**config.mk**
```make
export PLATFORM = sky130hd
export DESIGN_NAME = program_loader
export DESIGN_NICKNAME = d
export VERILOG_FILES = /design/src/rtl/program_loader_pkg.sv /design/src/rtl/loader_checksum.sv /design/src/rtl/program_loader.sv
export SDC_FILE = /design/constraint.sdc
export NUM_CORES = 1
export LEC_CHECK = 0
export CAP_MARGIN = 10
export CORE_MARGIN = 3
export CORE_UTILIZATION = 65
export CTS_BUF_LIST = sky130_fd_sc_hd__clkbuf_8
export DETAILED_ROUTE_END_ITERATION = 10
export DONT_BUFFER_PORTS = 1
export PLACE_DENSITY = 0.81
export SYNTH_ARGS = -nofsm -noshare
export SYNTH_HDL_FRONTEND = slang
export SYNTH_SLANG_ARGS = --single-unit
```
**constraint.sdc**
```tcl
create_clock -name clk -period 7.3 [get_ports clk]
set_clock_uncertainty 0.2 [all_clocks]
set_input_delay 0.73 -clock clk [delete_from_list [all_inputs] [get_ports clk]]
set_output_delay 0.73 -clock clk [all_outputs]
set_load 0.005 [all_outputs]
```
**src/rtl/program_loader_pkg.sv**
```systemverilog
// Shared definitions for the byte-stream program loader: defaults and FSM state codes.
package program_loader_pkg;

  localparam int unsigned MemWordsDefault = 32;
  localparam logic [7:0]  HeaderDefault   = 8'hA5;

  typedef logic [2:0] state_t;

  localparam state_t StIdle  = 3'd0;
  localparam state_t StLen   = 3'd1;
  localparam state_t StHi    = 3'd2;
  localparam state_t StLo    = 3'd3;
  localparam state_t StWrite = 3'd4;
  localparam state_t StCsum  = 3'd5;
  localparam state_t StDone  = 3'd6;
  localparam state_t StErr   = 3'd7;

endpackage

```
**src/rtl/loader_checksum.sv**
```systemverilog
// 8-bit modulo-256 running sum of frame payload bytes, with synchronous clear.
module loader_checksum (
  input  logic       clk,
  input  logic       rst,
  input  logic       clr_i,
  input  logic       add_en_i,
  input  logic [7:0] data_i,
  output logic [7:0] sum_o
);

  logic [7:0] sum_q, sum_d;

  always_comb begin
    sum_d = sum_q;
    if (clr_i) begin
      sum_d = '0;
    end else if (add_en_i) begin
      sum_d = sum_q + data_i;
    end
  end

  always_ff @(posedge clk or posedge rst) begin
    if (rst) begin
      sum_q <= '0;
    end else begin
      sum_q <= sum_d;
    end
  end

  assign sum_o = sum_q;

endmodule

```
**src/rtl/program_loader.sv**
```systemverilog
// Receives a framed byte stream, writes 16-bit instruction words into CPU memory and
// releases the CPU from reset once the frame checksum matches.
module program_loader
  import program_loader_pkg::*;
#(
  parameter int unsigned MEM_WORDS = MemWordsDefault,
  parameter logic [7:0]  HEADER    = HeaderDefault
) (
  input  logic                         clk,
  input  logic                         rst,
  input  logic                         in_valid,
  input  logic [7:0]                   in_data,
  output logic                         in_ready,
  output logic                         mem_we,
  output logic [$clog2(MEM_WORDS)-1:0] mem_addr,
  output logic [15:0]                  mem_wdata,
  output logic                         cpu_run,
  output logic                         busy,
  output logic                         error
);

  localparam int unsigned AddrW = $clog2(MEM_WORDS);
  // Counter must reach MEM_WORDS itself, so it is one value wider than the address.
  localparam int unsigned CntW  = $clog2(MEM_WORDS + 1);

  state_t           state_q, state_d;
  logic [CntW-1:0]  cnt_q, cnt_d;
  logic [CntW-1:0]  len_q, len_d;
  logic [7:0]       hi_q, hi_d;
  logic             mem_we_q, mem_we_d;
  logic [AddrW-1:0] mem_addr_q, mem_addr_d;
  logic [15:0]      mem_wdata_q, mem_wdata_d;
  logic             cpu_run_q, cpu_run_d;
  logic             busy_q, busy_d;
  logic             error_q, error_d;

  logic             accept;
  logic             csum_clr;
  logic             csum_add;
  logic [7:0]       csum;

  assign in_ready = (state_q != StWrite) && (state_q != StDone);
  assign accept   = in_valid && in_ready;

  loader_checksum u_checksum (
    .clk      (clk),
    .rst      (rst),
    .clr_i    (csum_clr),
    .add_en_i (csum_add),
    .data_i   (in_data),
    .sum_o    (csum)
  );

  always_comb begin
    state_d     = state_q;
    cnt_d       = cnt_q;
    len_d       = len_q;
    hi_d        = hi_q;
    mem_we_d    = 1'b0;
    mem_addr_d  = mem_addr_q;
    mem_wdata_d = mem_wdata_q;
    csum_clr    = 1'b0;
    csum_add    = 1'b0;

    case (state_q)
      StIdle, StErr: begin
        if (accept && (in_data == HEADER)) begin
          state_d  = StLen;
          cnt_d    = '0;
          csum_clr = 1'b1;
        end
      end
      StLen: begin
        if (accept) begin
          if ((in_data == 8'd0) || (32'(in_data) > MEM_WORDS)) begin
            state_d = StErr;
          end else begin
            len_d   = CntW'(in_data);
            state_d = StHi;
          end
        end
      end
      StHi: begin
        // High byte is staged so mem_wdata only changes together with the strobe.
        if (accept) begin
          hi_d     = in_data;
          csum_add = 1'b1;
          state_d  = StLo;
        end
      end
      StLo: begin
        if (accept) begin
          csum_add    = 1'b1;
          mem_wdata_d = {hi_q, in_data};
          mem_addr_d  = cnt_q[AddrW-1:0];
          mem_we_d    = 1'b1;
          state_d     = StWrite;
        end
      end
      StWrite: begin
        cnt_d   = cnt_q + CntW'(1);
        state_d = (cnt_d < len_q) ? StHi : StCsum;
      end
      StCsum: begin
        if (accept) begin
          state_d = (in_data == csum) ? StDone : StErr;
        end
      end
      StDone: begin
        state_d = StDone;
      end
      default: begin
        state_d = StIdle;
      end
    endcase

    // Status outputs are registered from the next state so they never glitch.
    cpu_run_d = (state_d == StDone);
    error_d   = (state_d == StErr);
    busy_d    = (state_d == StLen) || (state_d == StHi) || (state_d == StLo) ||
                (state_d == StWrite) || (state_d == StCsum);
  end

  always_ff @(posedge clk or posedge rst) begin
    if (rst) begin
      state_q     <= StIdle;
      cnt_q       <= '0;
      len_q       <= '0;
      hi_q        <= '0;
      mem_we_q    <= 1'b0;
      mem_addr_q  <= '0;
      mem_wdata_q <= '0;
      cpu_run_q   <= 1'b0;
      busy_q      <= 1'b0;
      error_q     <= 1'b0;
    end else begin
      state_q     <= state_d;
      cnt_q       <= cnt_d;
      len_q       <= len_d;
      hi_q        <= hi_d;
      mem_we_q    <= mem_we_d;
      mem_addr_q  <= mem_addr_d;
      mem_wdata_q <= mem_wdata_d;
      cpu_run_q   <= cpu_run_d;
      busy_q      <= busy_d;
      error_q     <= error_d;
    end
  end

  assign mem_we    = mem_we_q;
  assign mem_addr  = mem_addr_q;
  assign mem_wdata = mem_wdata_q;
  assign cpu_run   = cpu_run_q;
  assign busy      = busy_q;
  assign error     = error_q;

endmodule

```
# Word-level counts from Yosys, hierarchy flattened
# Cells that the tools add are included.
dict set report totals {
  register_bits 56
  latch_bits 0
  ramBits 0
  romBits 0
  inputBits 11
  word_cells 71
  memories 0
}
dict set report op_classes {
  addsub 2
  multipliers 0
  n_div 0
  n_lt_le_gt_ge 2
  n_eq_ne 19
  shifts 0
  muxes 18
  n_bitwise 1
  n_reduce_logical 18
}
# operator n
set op_table {}
lappend op_table {{3-bit equality test (second input constant)} 8}
lappend op_table {{3-bit two-way mux} 7}
lappend op_table {{3-bit one-hot mux with 7 select lines} 1}
lappend op_table {{8-bit two-way mux} 2}
lappend op_table {{3-bit by 2-bit equality test with 1-bit output (second input constant)} 4}
lappend op_table {{6-bit one-hot mux with 2 select lines} 1}
lappend op_table {{8-bit adder} 1}
lappend op_table {{8-bit equality test} 1}
lappend op_table {{8-bit equality test (second input constant)} 1}
lappend op_table {{8-bit by 6-bit greater-than comparator with 1-bit output (second input constant)} 1}
lappend op_table {{8-bit zero test} 1}
lappend op_table {{6-bit by 1-bit adder with 6-bit output (second input constant)} 1}
lappend op_table {{3-bit by 1-bit equality test with 1-bit output (second input constant)} 2}
lappend op_table {{6-bit less-than comparator} 1}
lappend op_table {{1-bit two-way mux} 6}
lappend op_table {{6-bit two-way mux} 1}
lappend op_table {{3-bit != test (second input constant)} 2}
lappend op_table {{2-bit AND reduction} 3}
lappend op_table {{1-bit logical OR} 5}
lappend op_table {{2-bit nonzero test} 2}
lappend op_table {{2-bit OR reduction} 2}
lappend op_table {{1-bit logical AND} 3}
lappend op_table {{3-bit zero test} 1}
lappend op_table {{3-bit AND reduction} 1}
lappend op_table {{other kinds (2)} 2}

# Logic depth before layout (Yosys ltp)
dict set report depth {
  depth_word 11
  depth_mapped 10
}

# Hierarchy
# A second synthesis with hierarchy kept.
dict set report hier_totals {
  cells_unflattened 259
  area_unflattened_um2 3002.9
}
# module n_inst cells_per_inst area_per_inst_um2 seq_area_each_um2
set by_module_without_submodules {}
lappend by_module_without_submodules {program_loader 1 193 2329.7 1201.2}
lappend by_module_without_submodules {loader_checksum 1 66 673.1 200.2}

# Worst setup path after synthesis
# No wires, ideal clock.
dict set report synth_path {
  kind {in2reg}
  start {input port in_data[1]}
  end {register len_q[1]}
  setup_ns 0.125
  arrival_time_ns 2.345
  required_time_ns 6.975
  setup_slack_ns 4.630
  path_stages 5
  path_buffers 0
  path_cell_list {nor4_2 nand3_1 a2111o_1 nor4_4 mux2_2}
}
dict set report synth_between {
  elab_chain_len 4
  elab_cells_between_ends 5
}
# element line_no
set synth_lines {}
lappend synth_lines {{start: declaration} program_loader.sv:12} ;# input logic [7:0] in_data,
lappend synth_lines {{8-bit by 6-bit greater-than comparator with 1-bit output / 8-bit zero test (equally long branches)} program_loader.sv:75} ;# if ((in_data == 8'd0) || (32'(in_data) > MEM_WORDS)) begin
lappend synth_lines {{1-bit logical OR} program_loader.sv:75}
lappend synth_lines {{1-bit NOT (no source line)} --}
lappend synth_lines {{3-bit AND reduction (no source line)} --}
lappend synth_lines {{end signal: assignment} program_loader.sv:139} ;# len_q <= len_d;
lappend synth_lines {{end: declaration} program_loader.sv:28} ;# logic [CntW-1:0] len_q, len_d;
# Parallel ways exist; a longest one is shown, timed or not.
# A chain may end at the register's enable or synchronous reset.

# Worst setup path after layout
dict set report layout_path {
  start {register cnt_q[0]}
  end {register busy_q (netlist: busy)}
}
dict set report layout_between {
  elab_chain_len 9
  elab_cells_between_ends 13
}
# element line_no
set layout_lines {}
lappend layout_lines {{start: declaration} program_loader.sv:27} ;# logic [CntW-1:0] cnt_q, cnt_d;
lappend layout_lines {{start signal: assignment} program_loader.sv:138} ;# cnt_q <= cnt_d;
lappend layout_lines {{6-bit by 1-bit adder with 6-bit output (*)} program_loader.sv:101} ;# cnt_d = cnt_q + CntW'(1);
lappend layout_lines {{6-bit less-than comparator (*)} program_loader.sv:102} ;# state_d = (cnt_d < len_q) ? StHi : StCsum;
lappend layout_lines {{3-bit two-way mux (*)} program_loader.sv:102}
lappend layout_lines {{3-bit one-hot mux with 7 select lines (*)} program_loader.sv:65} ;# case (state_q)
lappend layout_lines {{3-bit by 1-bit equality test with 1-bit output / 3-bit by 2-bit equality test with 1-bit output (equally long branches)} program_loader.sv:120} ;# busy_d = (state_d == StLen) || (state_d == StHi) || (state_d == StLo) ||
lappend layout_lines {{1-bit logical OR (3 in a row)} program_loader.sv:120}
lappend layout_lines {{1-bit logical OR (*)} program_loader.sv:121} ;# (state_d == StWrite) || (state_d == StCsum);
lappend layout_lines {{net busy_d} program_loader.sv:34} ;# logic busy_q, busy_d;
lappend layout_lines {{end signal: assignment} program_loader.sv:145} ;# busy_q <= busy_d;
lappend layout_lines {{end: declaration} program_loader.sv:34}
# Mark *: on every way through the listed nets, which the timed path passes. The rest lies on a longest branch.

==> tab_implementation.tex <==
\begin{tabular}{lr}
\hline
Metric & Value \\
\hline
\multicolumn{2}{l}{\textbf{Critical path}} \\
\quad Worst setup path start & cnt\_q[0] \\
\quad Path type of the worst setup path & reg2reg \\
\quad Kind of launch point of the worst setup path & flip-flop \\
\quad Worst reg2reg path startpoint & cnt\_q[0] \\
\quad Maximum fanout along the worst path & 6 \\
\quad Data required time of the worst path & a little over 7 ns \\
\quad Crit path capture type & flip-flop \\
\quad Data arrival time of the critical path & 2.93 ns \\
\multicolumn{2}{l}{\textbf{Die}} \\
\quad Total number of placement rows & 23 \\
\quad Starting density of the core & 68.8\% \\
\quad Die area & 5180 um\^{}2 \\
\quad Vertical extent of the die & around 72 um \\
\quad Die X-Extent & approximately 70 um \\
\quad Placeable Area & $\sim$4000 um\^{}2 \\
\quad Top Ports & 37 \\
\multicolumn{2}{l}{\textbf{STA}} \\
\quad Shortest clock period the worst path allows after layout & a little under 3 ns \\
\quad Final worst path period share & between 40 and 50\% \\
\quad Finish-stage setup viols & 0 \\
\quad Worst slew margin & 36.6\% \\
\quad Pins Over Slew Limit & 0 \\
\quad Final Hold Violating Endpoints & 0 \\
\quad Worst Slack Setup Final & around 4.3 ns \\
\quad Final Hold Slack & between 0.2 and 0.3 ns \\
\quad Setup total negative slack & 0 ns \\
\quad Maximum frequency from static timing analysis & roughly 340 MHz \\
\quad Setup repair after global routing missed its margin & false \\
\quad Measured slew at the worst slew-check pin & roughly 0.95 ns \\
\multicolumn{2}{l}{\textbf{Yosys}} \\
\quad Compound-cell area share of the yosys netlist & between 10\% and 20\% \\
\quad Dominant register cell in the synthesized netlist & dfrtp\_1 \\
\quad Number of enable-type register cells in the synthesized netlist & 0 \\
\quad Post-synthesis net count & $\sim$270 \\
\quad Share of flip-flops with an asynchronous set or reset after synthesis & 100\% \\
\quad Synthesized-area fraction occupied by and/or/nand/nor cells & about 11\% \\
\quad Distinct cell type count of the synthesized netlist & 50 \\
\quad Sequential area share after synthesis & 49.5\% \\
\quad Post-synthesis mux area share & between 10\% and 20\% \\
\quad Cell area after technology mapping & 2830 um\^{}2 \\
\quad Yosys synthesis warning count & 0 \\
\quad Per-instance average area after synthesis & about 12 um\^{}2 \\
\quad Post-Synth Adder-Cell Area & around 6.5\% \\
\quad Instance count of the mapped netlist & approximately 240 \\
\quad Post-synthesis share of cell area spent on xor and xnor gates & approximately 2.8\% \\
\quad Largest family of logic cells by synthesized area & multiplexers \\
\quad Register bit count reported by yosys & 56 \\
\multicolumn{2}{l}{\textbf{Global routing}} \\
\quad Wire length of the first global-routing pass & between 8 and 9 mm \\
\quad All-Layer GR Usage & between 20\% and 30\% \\
\quad GRT overflow & 0 \\
\quad Most heavily used metal layer in global routing & met2 \\
\quad Routing usage on met3 & 6.79\% \\
\quad Via count of the first global-routing pass & 1851 \\
\quad Met2 Resource Use GR & a little over a third \\
\quad Antenna violations before repair & 0 \\
\quad Fraction of met1 tracks used by global routing & 30.0\% \\
\quad Largest net degree at the start of global routing & between 50 and 60 \\
\multicolumn{2}{l}{\textbf{Clock network}} \\
\quad Setup repair bufs after CTS & 0 \\
\quad TritonCTS clock tree & done \\
\quad Count of instances resized after the clock tree is built & 0 \\
\quad Number of buffers added to fix hold violations after cts & 0 \\
\quad CTS buffer count & 5 \\
\quad Clk root buf & clkbuf\_8 \\
\quad Skew-Pair Late Insertion Delay & a little over 0.3 ns \\
\quad Clock transition time at the flip-flop clock pins of the worst setup and hold paths & $\sim$0.1 ns \\
\quad CTS HTree Levels & 2 \\
\quad Maximum buffer depth of the clock tree & 2 \\
\quad Sinks on the clock net & 56 \\
\multicolumn{2}{l}{\textbf{Drt}} \\
\quad DR vias/cell & roughly 6.4 \\
\quad Violation count after the first detailed-routing iteration & around 190 \\
\quad 1st-pass router iterations & 5 \\
\quad Detail Route Antenna Nets & 0 \\
\quad DR WL/cell & between 15 and 20 um \\
\quad Final wirelength & 5.30 mm \\
\quad Total via count in the routed design & 1897 \\
\quad Count of unresolved DRC violations after routing & 0 \\
\multicolumn{2}{l}{\textbf{Place}} \\
\quad Global placement routability congestion & around 0.89 \\
\quad Count of input and output buffers & 0 \\
\quad Pre-CTS setup slack & approximately 4.4 ns \\
\quad Total placed cells including tap cells & approximately 290 \\
\quad Post-detailed-placement half-perimeter wirelength & around 3.8 mm \\
\multicolumn{2}{l}{\textbf{Final layout}} \\
\quad Share of cells above drive strength 1 & a little over 20\% \\
\quad Relative area change from synthesis to final layout & 5.74\% \\
\quad Post-route core utilization & about 73\% \\
\quad Area used by multi-input combinational logic & around 1400 um\^{}2 \\
\quad \# diodes & 0 \\
\quad Most common cell after layout, fill and taps aside & dfrtp\_1 \\
\quad Commonest cells after routing, fill and taps aside & 56 x dfrtp\_1, 34 x mux2\_2, 16 x nor2\_1 \\
\quad Final-layout fill cell count & $\sim$290 \\
\quad Storage element area & roughly 1400 um\^{}2 \\
\quad Non-Filler Instances & about 300 \\
\quad Number of nets in the final layout & 270 \\
\multicolumn{2}{l}{\textbf{Min path}} \\
\quad Tightest Hold Check Type & in2async \\
\multicolumn{2}{l}{\textbf{Power and ir drop}} \\
\quad Static Leak & around 1.5 nW \\
\quad Worst ir drop on vdd & around 0.21 mV \\
\quad Power Dens Cells & around 320 nW/um\^{}2 \\
\multicolumn{2}{l}{\textbf{Status}} \\
\quad Run status & finished, final reports clean \\
\multicolumn{2}{l}{\textbf{Run}} \\
\quad Max-capacitance violation count & 0 \\
\hline
\end{tabular}
==> logic make-up (layout without fill, tap and decap cells) <==
group                    count (synthesis)  after routing
flip-flops                              56             56
XOR/XNOR                                 9              9
adder cells (fa/ha/maj)                 14             14
AO/OA/AOI/OAI                           48             48
multiplexers                            38             38
AND/OR/NAND/NOR                         57             57
buffers and inverters                   21             24
==> path summary, 6_finish.rpt <==
kind,endpoint,slack [ns],cells after the start
worst max-delay path,busy,4.34,9
worst min-delay path,mem_we,0.28,2
worst max register to register,busy,4.34,9
worst min register to register,len_q[3],0.29,1
max in group asynchronous,state_q[1],6.17,2
min in group clk,len_q[3],0.29,1
==> final cells by class <==
class	count	area share (%)
well taps	50	2.09
inverters	15	1.88
clock buffers	5	2.30
flip-flops and latches	56	46.8
repair buffers	1	0.251
clock inverters	3	1.55
multi-input cells	166	45.1
==> state kept, by name, indices dropped and copies added, names as in the netlist, 3 cells and up <==
signal / flops
mem_wdata: 16
hi_q: 8
cnt_q: 6
u_checksum.sum_o: 8
state_q: 3
mem_addr: 5
len_q: 6
==> metrics by stage <==
step	power, mW	area, um^2
final	0.953	2990
after global routing	1.02	2990
after CTS	0.958	2990
after detailed placement	0.752	2880
after global placement	0.740	2880
after floorplan	0.688	2830
==> per-layer routing <==
| metal | part of all wire (%) | vias to the layer above |
|---|---|---|
| met5 | 0 | - |
| met4 | 1.7 | 0 |
| met3 | 6.0 | 9 |
| met2 | 48 | 53 |
| met1 | 45 | 941 |
| li1 | - | 894 |
==> critical path: stages (launching register included) <==
cell       delay (ns)
dfrtp_1          0.47
ha_1             0.28
nand3_1          0.11
xnor2_1          0.22
ha_1             0.26
o21ai_0          0.27
a2111oi_0        0.14
nor3_1           0.36
a2bb2oi_1        0.36
a32oi_1          0.15
==> synthesized netlist by cell type, drive strengths merged (2+ instances only) <==
cell type   n  share of area [%]
a211o       2               0.62
a211oi      2               0.53
a21oi      11                1.9
a22o       10                3.1
a32oi       2               0.62
and3        2               0.44
and4        2               0.62
buf         2               0.27
clkbuf      4               0.53
dfrtp      56                 49
ha         13                5.7
inv        15                2.0
mux2       37                 15
nand2       9                1.2
nand3       6                1.1
nand3b      2               0.53
nor2       16                2.1
nor3        6                1.1
nor4        5                1.9
o21ai       6                1.1
or2         2               0.44
xnor2       6                1.9
xor2        3               0.93
==> report_power, final <==
part	internal [mW]	leakage, nW	switching [mW]
Combinational	0.147	0.654	0.140
Clock	0.103	0.0548	0.102
Sequential	0.390	0.746	0.0715
Total	0.640	1.45	0.313
(Power assumes the default switching activity.)
